<file path="config.mk">
export PLATFORM = sky130hd
export DESIGN_NAME = halt_dump_tx_flat
export DESIGN_NICKNAME = d
export VERILOG_FILES = /design/src/rtl/halt_dump_if.sv /design/src/rtl/halt_dump_tx.sv /design/src/flat_wrapper.sv
export SDC_FILE = /design/constraint.sdc
export NUM_CORES = 1
export LEC_CHECK = 0
export CAP_MARGIN = 25
export CORE_MARGIN = 8
export CORE_UTILIZATION = 25
export CTS_CLUSTER_SIZE = 40
export DETAILED_ROUTE_END_ITERATION = 7
export GPL_TIMING_DRIVEN = 0
export PLACE_DENSITY_LB_ADDON = 0.25
export SETUP_SLACK_MARGIN = 0.02
export SYNTH_ARGS = -nofsm -noshare
export SYNTH_HDL_FRONTEND = slang
export SYNTH_SLANG_ARGS = --single-unit
export TNS_END_PERCENT = 1
</file>
<file path="constraint.sdc">
create_clock -name CLK -period 2.7 [get_ports CLK]
set_input_delay 0.54 -clock CLK [delete_from_list [all_inputs] [get_ports CLK]]
set_output_delay 0.54 -clock CLK [all_outputs]
set_load 0.1 [all_outputs]
</file>
<file path="src/rtl/halt_dump_if.sv">
// Secondary read ports into data memory and register file,
// used by the halt dump engine.
interface halt_dump_if;
    logic [7:0]  mem_rd_addr;
    logic        mem_rd_en;
    logic [15:0] mem_rd_data;
    logic [3:0]  reg_rd_addr;
    logic        reg_rd_en;
    logic [15:0] reg_rd_data;

    modport master (
        output mem_rd_addr, mem_rd_en,
        output reg_rd_addr, reg_rd_en,
        input  mem_rd_data, reg_rd_data
    );

    modport slave (
        input  mem_rd_addr, mem_rd_en,
        input  reg_rd_addr, reg_rd_en,
        output mem_rd_data, reg_rd_data
    );
endinterface

</file>
<file path="src/rtl/halt_dump_tx.sv">
// On CPU halt, dumps data memory then the register file as a framed
// byte stream on an 8N1 UART line.
module halt_dump_tx #(
    parameter int          DATA_DEPTH   = 16,
    parameter int          REG_COUNT    = 10,
    parameter int          CLKS_PER_BIT = 868,
    parameter logic [7:0]  HDR          = 8'hA5,
    parameter logic [7:0]  TRL          = 8'h5A
) (
    input  logic         CLK,
    input  logic         rst,
    input  logic         do_halt,
    halt_dump_if.master  rd,
    output logic         tx,
    output logic         busy,
    output logic         done
);
    localparam int BW = $clog2(CLKS_PER_BIT);
    localparam logic [BW-1:0] BAUD_LAST = BW'(CLKS_PER_BIT - 1);
    localparam logic [7:0] MEM_LAST = 8'(DATA_DEPTH - 1);
    localparam logic [7:0] REG_LAST = 8'(REG_COUNT - 1);

    typedef enum logic [3:0] {
        IDLE, SEND_HDR, RD_MEM, LAT_MEM, SEND_HI,
        SEND_LO, RD_REG, LAT_REG, SEND_TRL, FIN
    } state_t;

    state_t        state;
    logic          prev;
    logic [7:0]    idx;
    logic [15:0]   shadow;
    logic          is_reg;
    logic          tx_act;
    logic [7:0]    sh;
    logic [3:0]    bit_cnt;
    logic [BW-1:0] baud;

    logic       halt_evt;
    logic       in_send;
    logic       tx_start;
    logic       byte_end;
    logic [7:0] tx_byte;

    assign halt_evt = prev & ~do_halt;
    assign in_send  = (state == SEND_HDR) || (state == SEND_HI) ||
                      (state == SEND_LO)  || (state == SEND_TRL);
    assign tx_start = in_send & ~tx_act;
    assign byte_end = tx_act && (bit_cnt == 4'd9) && (baud == BAUD_LAST);

    always_comb begin
        tx_byte = TRL;
        unique case (state)
            SEND_HDR: tx_byte = HDR;
            SEND_HI:  tx_byte = shadow[15:8];
            SEND_LO:  tx_byte = shadow[7:0];
            default:  tx_byte = TRL;
        endcase
    end

    always_ff @(posedge CLK) begin
        prev <= do_halt;
        if (rst) begin
            state          <= IDLE;
            busy           <= 1'b0;
            done           <= 1'b0;
            tx             <= 1'b1;
            tx_act         <= 1'b0;
            sh             <= '0;
            bit_cnt        <= '0;
            baud           <= '0;
            idx            <= '0;
            shadow         <= '0;
            is_reg         <= 1'b0;
            rd.mem_rd_en   <= 1'b0;
            rd.mem_rd_addr <= '0;
            rd.reg_rd_en   <= 1'b0;
            rd.reg_rd_addr <= '0;
        end else begin
            done         <= 1'b0;
            rd.mem_rd_en <= 1'b0;
            rd.reg_rd_en <= 1'b0;

            // bit_cnt: 0 start, 1..8 data, 9 stop
            if (tx_start) begin
                tx      <= 1'b0;
                tx_act  <= 1'b1;
                sh      <= tx_byte;
                bit_cnt <= '0;
                baud    <= '0;
            end else if (tx_act) begin
                if (baud == BAUD_LAST) begin
                    baud    <= '0;
                    bit_cnt <= bit_cnt + 4'd1;
                    if (bit_cnt == 4'd9) begin
                        tx_act <= 1'b0;
                    end else if (bit_cnt == 4'd8) begin
                        tx <= 1'b1;
                    end else begin
                        tx <= sh[0];
                        sh <= {1'b0, sh[7:1]};
                    end
                end else begin
                    baud <= baud + 1'b1;
                end
            end

            unique case (state)
                IDLE: if (halt_evt) begin
                    state <= SEND_HDR;
                    busy  <= 1'b1;
                end
                SEND_HDR: if (byte_end) begin
                    idx            <= '0;
                    is_reg         <= 1'b0;
                    rd.mem_rd_en   <= 1'b1;
                    rd.mem_rd_addr <= '0;
                    state          <= RD_MEM;
                end
                RD_MEM: state <= LAT_MEM;
                LAT_MEM: begin
                    shadow <= rd.mem_rd_data;
                    state  <= SEND_HI;
                end
                RD_REG: state <= LAT_REG;
                LAT_REG: begin
                    shadow <= rd.reg_rd_data;
                    state  <= SEND_HI;
                end
                SEND_HI: if (byte_end) state <= SEND_LO;
                SEND_LO: if (byte_end) begin
                    if (!is_reg && idx < MEM_LAST) begin
                        idx            <= idx + 8'd1;
                        rd.mem_rd_en   <= 1'b1;
                        rd.mem_rd_addr <= idx + 8'd1;
                        state          <= RD_MEM;
                    end else if (!is_reg) begin
                        idx            <= '0;
                        is_reg         <= 1'b1;
                        rd.reg_rd_en   <= 1'b1;
                        rd.reg_rd_addr <= '0;
                        state          <= RD_REG;
                    end else if (idx < REG_LAST) begin
                        idx            <= idx + 8'd1;
                        rd.reg_rd_en   <= 1'b1;
                        rd.reg_rd_addr <= 4'(idx + 8'd1);
                        state          <= RD_REG;
                    end else begin
                        state <= SEND_TRL;
                    end
                end
                SEND_TRL: if (byte_end) state <= FIN;
                FIN: begin
                    done  <= 1'b1;
                    busy  <= 1'b0;
                    state <= IDLE;
                end
                default: state <= IDLE;
            endcase
        end
    end
endmodule

</file>
<file path="src/flat_wrapper.sv">
// flat-port wrapper written by rule: the top's interface ports become plain ports
module halt_dump_tx_flat 
#(
    parameter int          DATA_DEPTH   = 16,
    parameter int          REG_COUNT    = 10,
    parameter int          CLKS_PER_BIT = 868,
    parameter logic [7:0]  HDR          = 8'hA5,
    parameter logic [7:0]  TRL          = 8'h5A
)
  (CLK, rst, do_halt, tx, busy, done, rd_mem_rd_addr, rd_mem_rd_en, rd_reg_rd_addr, rd_reg_rd_en, rd_mem_rd_data, rd_reg_rd_data);
  halt_dump_if rd_i ();
  input  logic CLK;
  input  logic rst;
  input  logic do_halt;
  output logic tx;
  output logic busy;
  output logic done;
  output wire logic [$bits(rd_i.mem_rd_addr)-1:0] rd_mem_rd_addr;
  output wire logic [$bits(rd_i.mem_rd_en)-1:0] rd_mem_rd_en;
  output wire logic [$bits(rd_i.reg_rd_addr)-1:0] rd_reg_rd_addr;
  output wire logic [$bits(rd_i.reg_rd_en)-1:0] rd_reg_rd_en;
  input wire logic [$bits(rd_i.mem_rd_data)-1:0] rd_mem_rd_data;
  input wire logic [$bits(rd_i.reg_rd_data)-1:0] rd_reg_rd_data;
  assign rd_mem_rd_addr = rd_i.mem_rd_addr;
  assign rd_mem_rd_en = rd_i.mem_rd_en;
  assign rd_reg_rd_addr = rd_i.reg_rd_addr;
  assign rd_reg_rd_en = rd_i.reg_rd_en;
  assign rd_i.mem_rd_data = rd_mem_rd_data;
  assign rd_i.reg_rd_data = rd_reg_rd_data;
  halt_dump_tx #(.DATA_DEPTH(DATA_DEPTH), .REG_COUNT(REG_COUNT), .CLKS_PER_BIT(CLKS_PER_BIT), .HDR(HDR), .TRL(TRL)) u_core (.CLK(CLK), .rst(rst), .do_halt(do_halt), .rd(rd_i), .tx(tx), .busy(busy), .done(done));
endmodule
</file>
* Yosys cells after proc, flatten, opt, wreduce, memory -nomap -nowiden *
Cells that the tools add are included.

storage, ports and cells
  bits in registers = 70
  latch bits = 0
  RAM bits = 0
  bits in read-only memories = 0
  input bits = 35
  word-level logic and storage cells = 126
  memories kept = 0

operators by class
  $add $sub $neg = 3
  multipliers = 0
  div/mod/pow operators = 0
  order comparisons = 2
  equality and inequality tests = 23
  shifts and indexed selects = 0
  multiplexer cells = 50
  bitwise operators = 7
  reduce and logical (&&, ||, !) cells = 25

operators by type and width
  operator                 number
  $mux W8                  12
  $mux W4                  10
  $pmux W16 S2             1
  $pmux W4 S8              1
  $pmux W8 S2              2
  $pmux W8 S3              1
  $reduce_and A4 Y1        5
  $mux W1                  19
  $eq A4 B3 Y1 const B     4
  $eq A4 B4 Y1 const B     4
  $lt A8 B4 Y1 const B     2
  $ne A2 B1 Y1 const B     7
  $add A10 B1 Y10 const B  1
  $eq A10 B10 Y1 const B   1
  $mux W10                 1
  $reduce_bool A2 Y1       5
  $add A8 B1 Y8 const B    1
  $eq A4 B2 Y1 const B     2
  $ne A2 B2 Y1 const B     3
  $pmux W1 S2              3
  $not A1 Y1               5
  $reduce_and A5 Y1        1
  $add A4 B1 Y4 const B    1
  $eq A4 B1 Y1 const B     1
  other kinds (10)         17

* Depth between registers and ports, before layout *
  depth after elaboration = 7
  mapped depth = 7
  gate-level depth less buffers = 7

* Worst setup path before layout *
OpenSTA, ideal clock, no wires.

  kind = register to register
  from = reg u_core.baud[3]
  to = reg u_core.rd.reg_rd_en
  arrival time = 1,981 ps
  required time = 2,635 ps
  slack = 654 ps
  stages on the path, launching flop included = 5
  clock period less this slack = 2,046 ps
  cells stage by stage = dfxtp_1 > or4b_4 > or4_4 > or4_1 > nor2_1

on the way
  word-level cells in the longest chain between the ends = 4

ends and longest elaborated chain
  what                        line                 text
  start, declared             halt_dump_tx.sv:36   logic [BW-1:0] baud;
  start signal, assigned      halt_dump_tx.sv:103  baud <= baud + 1'b1;
  $eq A10 B10 Y1              halt_dump_tx.sv:48   assign byte_end = tx_act && (bit_cnt == 4'd9) && (baud == BAUD_LAST);
  $logic_and A1 B1 Y1         halt_dump_tx.sv:48
  $not A1 Y1 (no line)        --
  $reduce_or A4 Y1 (no line)  --
  end signal, assigned        halt_dump_tx.sv:76   rd.reg_rd_en <= 1'b0;
  end signal, assigned        halt_dump_tx.sv:81   rd.reg_rd_en <= 1'b0;
  end signal, assigned        halt_dump_tx.sv:139  rd.reg_rd_en <= 1'b1;
  end, declared               halt_dump_if.sv:13   output reg_rd_addr, reg_rd_en,

No other way between the ends.
A chain may end at the register's enable or synchronous reset.

* Worst setup path after layout *
  from = reg u_core.busy
  to = out busy

RTL lines
  what                    line                 text
  start, declared         halt_dump_tx.sv:15   output logic busy,
  start signal, assigned  halt_dump_tx.sv:64   busy <= 1'b0;
  start signal, assigned  halt_dump_tx.sv:110  busy <= 1'b1;
  start signal, assigned  halt_dump_tx.sv:154  busy <= 1'b0;
  end, declared           flat_wrapper.sv:16   output logic busy;

No word-level cell between the ends.

==> impl_metrics.json <==
{
  "ys.flop_type": "dfxtp_1",
  "yosys_warnings": 0,
  "syn_area_um2": 3280,
  "max_clock_freq_mhz": 424,
  "vias": 2899,
  "crit_family": "buffers and inverters",
  "hold_buffers": 0,
  "antenna_cells": 0,
  "synthToLayoutAreaGrowth_pct": 32.0,
  "path_cells": "clkdlybuf4s50_1",
  "yosys.area.top_type": "dfxtp_1",
  "drt-total-wl_um": 8450,
  "grt_pass1_vias": 2873,
  "clock_skew_ns": 0.00939,
  "vias_per_cell": 4.72,
  "io_pins": 52,
  "min_period_over_period_pct": 87.3,
  "crit_start": "u_core.busy",
  "largest-register": "u_core.shadow",
  "drc": 0,
  "dpl.cell_count": 598,
  "critPathRequiredTime_ns": 2.16,
  "grt_antenna_before_repair": 0,
  "routedWlPerCell_um": 13.8,
  "syn_area_per_cell_um2": 8.83,
  "r2r_start": "u_core.state[0]",
  "clockBufferDepth": 2,
  "synth-seq-cells": 70,
  "crit_path_top_delay_cell": "clkdlybuf4s50_1",
  "rsz0062_at_grt": "no",
  "cp.buffers_inverters": 1,
  "irDropWorstVdd_uv": 273,
  "grt_pass1_wl_um": 14100,
  "slew_headroom_pct": 33.8,
  "clk_pin_slew_ns": 0.06,
  "arrival_ns": 1.82,
  "synthArstFlopShare_pct": 0,
  "tns_ns": 0,
  "cts_tree": "built",
  "die_w_um": 130,
  "clkSinkCount": 70,
  "cts-htree-levels": 3,
  "overflow": 0,
  "drt_iter0_drc": 133,
  "worstPathMaxFanout": 2,
  "ys_seq_area_share_pct": 42.8,
  "rows": 42,
  "hold_path.class": "flop to flop",
  "setup_viol": 0,
  "rr_endpoint": "u_core.shadow[15]",
  "chipHeight_um": 130,
  "synth_edf_count": 0,
  "finalNonFillerCells": 614,
  "post-cts-setup-buffer-count": 0,
  "startpoint_type": "flop",
  "period_needed_ns": 2.36,
  "final_layout_size_suffix_gt1_share_pct": 5.48,
  "core_um2": 13000,
  "port_buffers": 51,
  "status": "finished clean",
  "synth_nets": 412,
  "synth_cell_types": 52,
  "synth_most_common_cell": "dfxtp_1",
  "synth_cells": 371,
  "hold_viol": 0,
  "rrSetupSlack_ns": 0.36,
  "synth_common_cells": "dfxtp_1 (70), nor2_1 (44), nand2_1 (28)",
  "leakagePower_uw": 0.00152,
  "synthTopCellsByArea": "dfxtp_1 (43%), mux2i_1 (6.1%), nor2_1 (5.0%)",
  "reg.largest.list": "u_core.shadow x16, u_core.baud x10",
  "crit_path_end": "busy",
  "critPathKind": "flop to output port",
  "power.density_nw_per_um2": 606,
  "final_net_count": 474,
  "cap_violations": 0,
  "cp-end-kind": "output port",
  "place_hpwl_um": 6470,
  "grt_max_degree": 12,
  "start_util_pct": 25.1,
  "synth_top_area_share_pct": 42.8,
  "reg2regPathDepth": 6,
  "tightest_slew_ns": 0.990,
  "critPathMaxStageDelay_ns": 1.15,
  "cts-resized-gates": 0,
  "ctsRootBufferMaster": "clkbuf_16",
  "dieArea_um2": 17000,
  "cts_buffers": 9,
  "largest_register_ffs": 16,
  "firstDrtPassIters": 4,
  "finalMaxSlewViolations": 0,
  "gp_congestion": 0.777,
  "power.total_uw": 2620,
  "cp.depth": 1,
  "grtUsageTotal_pct": 10.5,
  "clk_latency_ns": 0.33,
  "ant_nets": 0
}
## logic make-up (layout without fill, tap and decap cells)
kind of cell / Yosys count / count (layout) / share of synthesized area [%]
compound gates: 77 / 77 / 16.3
xor+xnor: 13 / 13 / 3.48
fa+ha+maj: 6 / 6 / 2.29
buf+inv: 36 / 103 / 4.20
flops: 70 / 70 / 42.8
mux: 21 / 21 / 6.46
simple gates: 148 / 148 / 24.4
## worst reg2reg max path: cells and delay by family, from the launching register on
family	cells	cell delay, ns
AOI/OAI and AO/OA	1	0.24
and+or+nand+nor	2	0.68
DFF	1	0.32
buffers and inverters	3	1.01
## worst min-delay path by stage
stage,startpoint,endpoint,cells past startpoint
final,u_core.idx[4],u_core.idx[4],1
after global routing,u_core.rd.mem_rd_addr[3],u_core.rd.mem_rd_addr[3],2
after CTS,u_core.idx[6],u_core.idx[6],1
after detailed placement,u_core.idx[6],u_core.idx[6],1
after global placement,u_core.idx[4],u_core.idx[4],1
after floorplan,u_core.idx[7],u_core.idx[7],1
## metrics by stage
step	setup WS (ns)	area (µm²)	utilization, %	hold WS, ns
6_report	0.343	4320	33.2	0.455
5_1_grt	0.122	4320	33.2	0.478
4_1_cts	0.308	4320	33.2	0.458
3_5_place_dp	0.243	4010	30.7	0.440
3_3_place_gp	0.243	4010	30.7	0.434
2_1_floorplan	0.654	3280	-	0.420
## per-layer routing
layer,vias up,track usage [%],wire length (µm),part of all wire [%]
met1,1359,13.0,4080,48
met5,-,0,0,0
met4,0,4.66,114,1.3
met2,59,16.6,3940,47
met3,9,3.00,308,3.6
li1,1472,-,-,-
## where the power goes
part / internal [µW] / total (µW) / leakage, µW / switching, µW
Clock: 831 / 1260 / 0.000157 / 427
Sequential: 1060 / 1080 / 0.000566 / 18.0
Combinational: 121 / 279 / 0.000793 / 158
## final cells by class
| cell class | instances | area, µm² |
|---|---|---|
| fill | 1431 | 8710 |
| multi-input combinational | 265 | 1740 |
| sequential | 70 | 1400 |
| timing repair buffer | 51 | 510 |
| clock buffer | 12 | 246 |
| tap | 176 | 220 |
| buffer | 21 | 81.3 |
| clock inverter | 4 | 70.1 |
| inverter | 15 | 56.3 |
## cells in the final DEF (no fill, tap or decap), types with 6 or more instances in the layout
cell,synthesis,final
clkdlybuf4s50_1,0,51
nor2_1,44,44
nand2_1,28,28
dfxtp_1,70,70
inv_1,15,15
nor3_1,14,14
a21oi_1,12,12
o21ai_0,15,15
ha_1,6,6
clkbuf_16,0,9
nor3b_1,7,7
mux2i_1,20,20
xor2_1,9,9
clkbuf_1,17,19
nand3_1,10,10
a221oi_1,6,6
nand3b_1,7,7
a211oi_1,17,17
No activity file was read; power rests on OpenSTA's default activity.
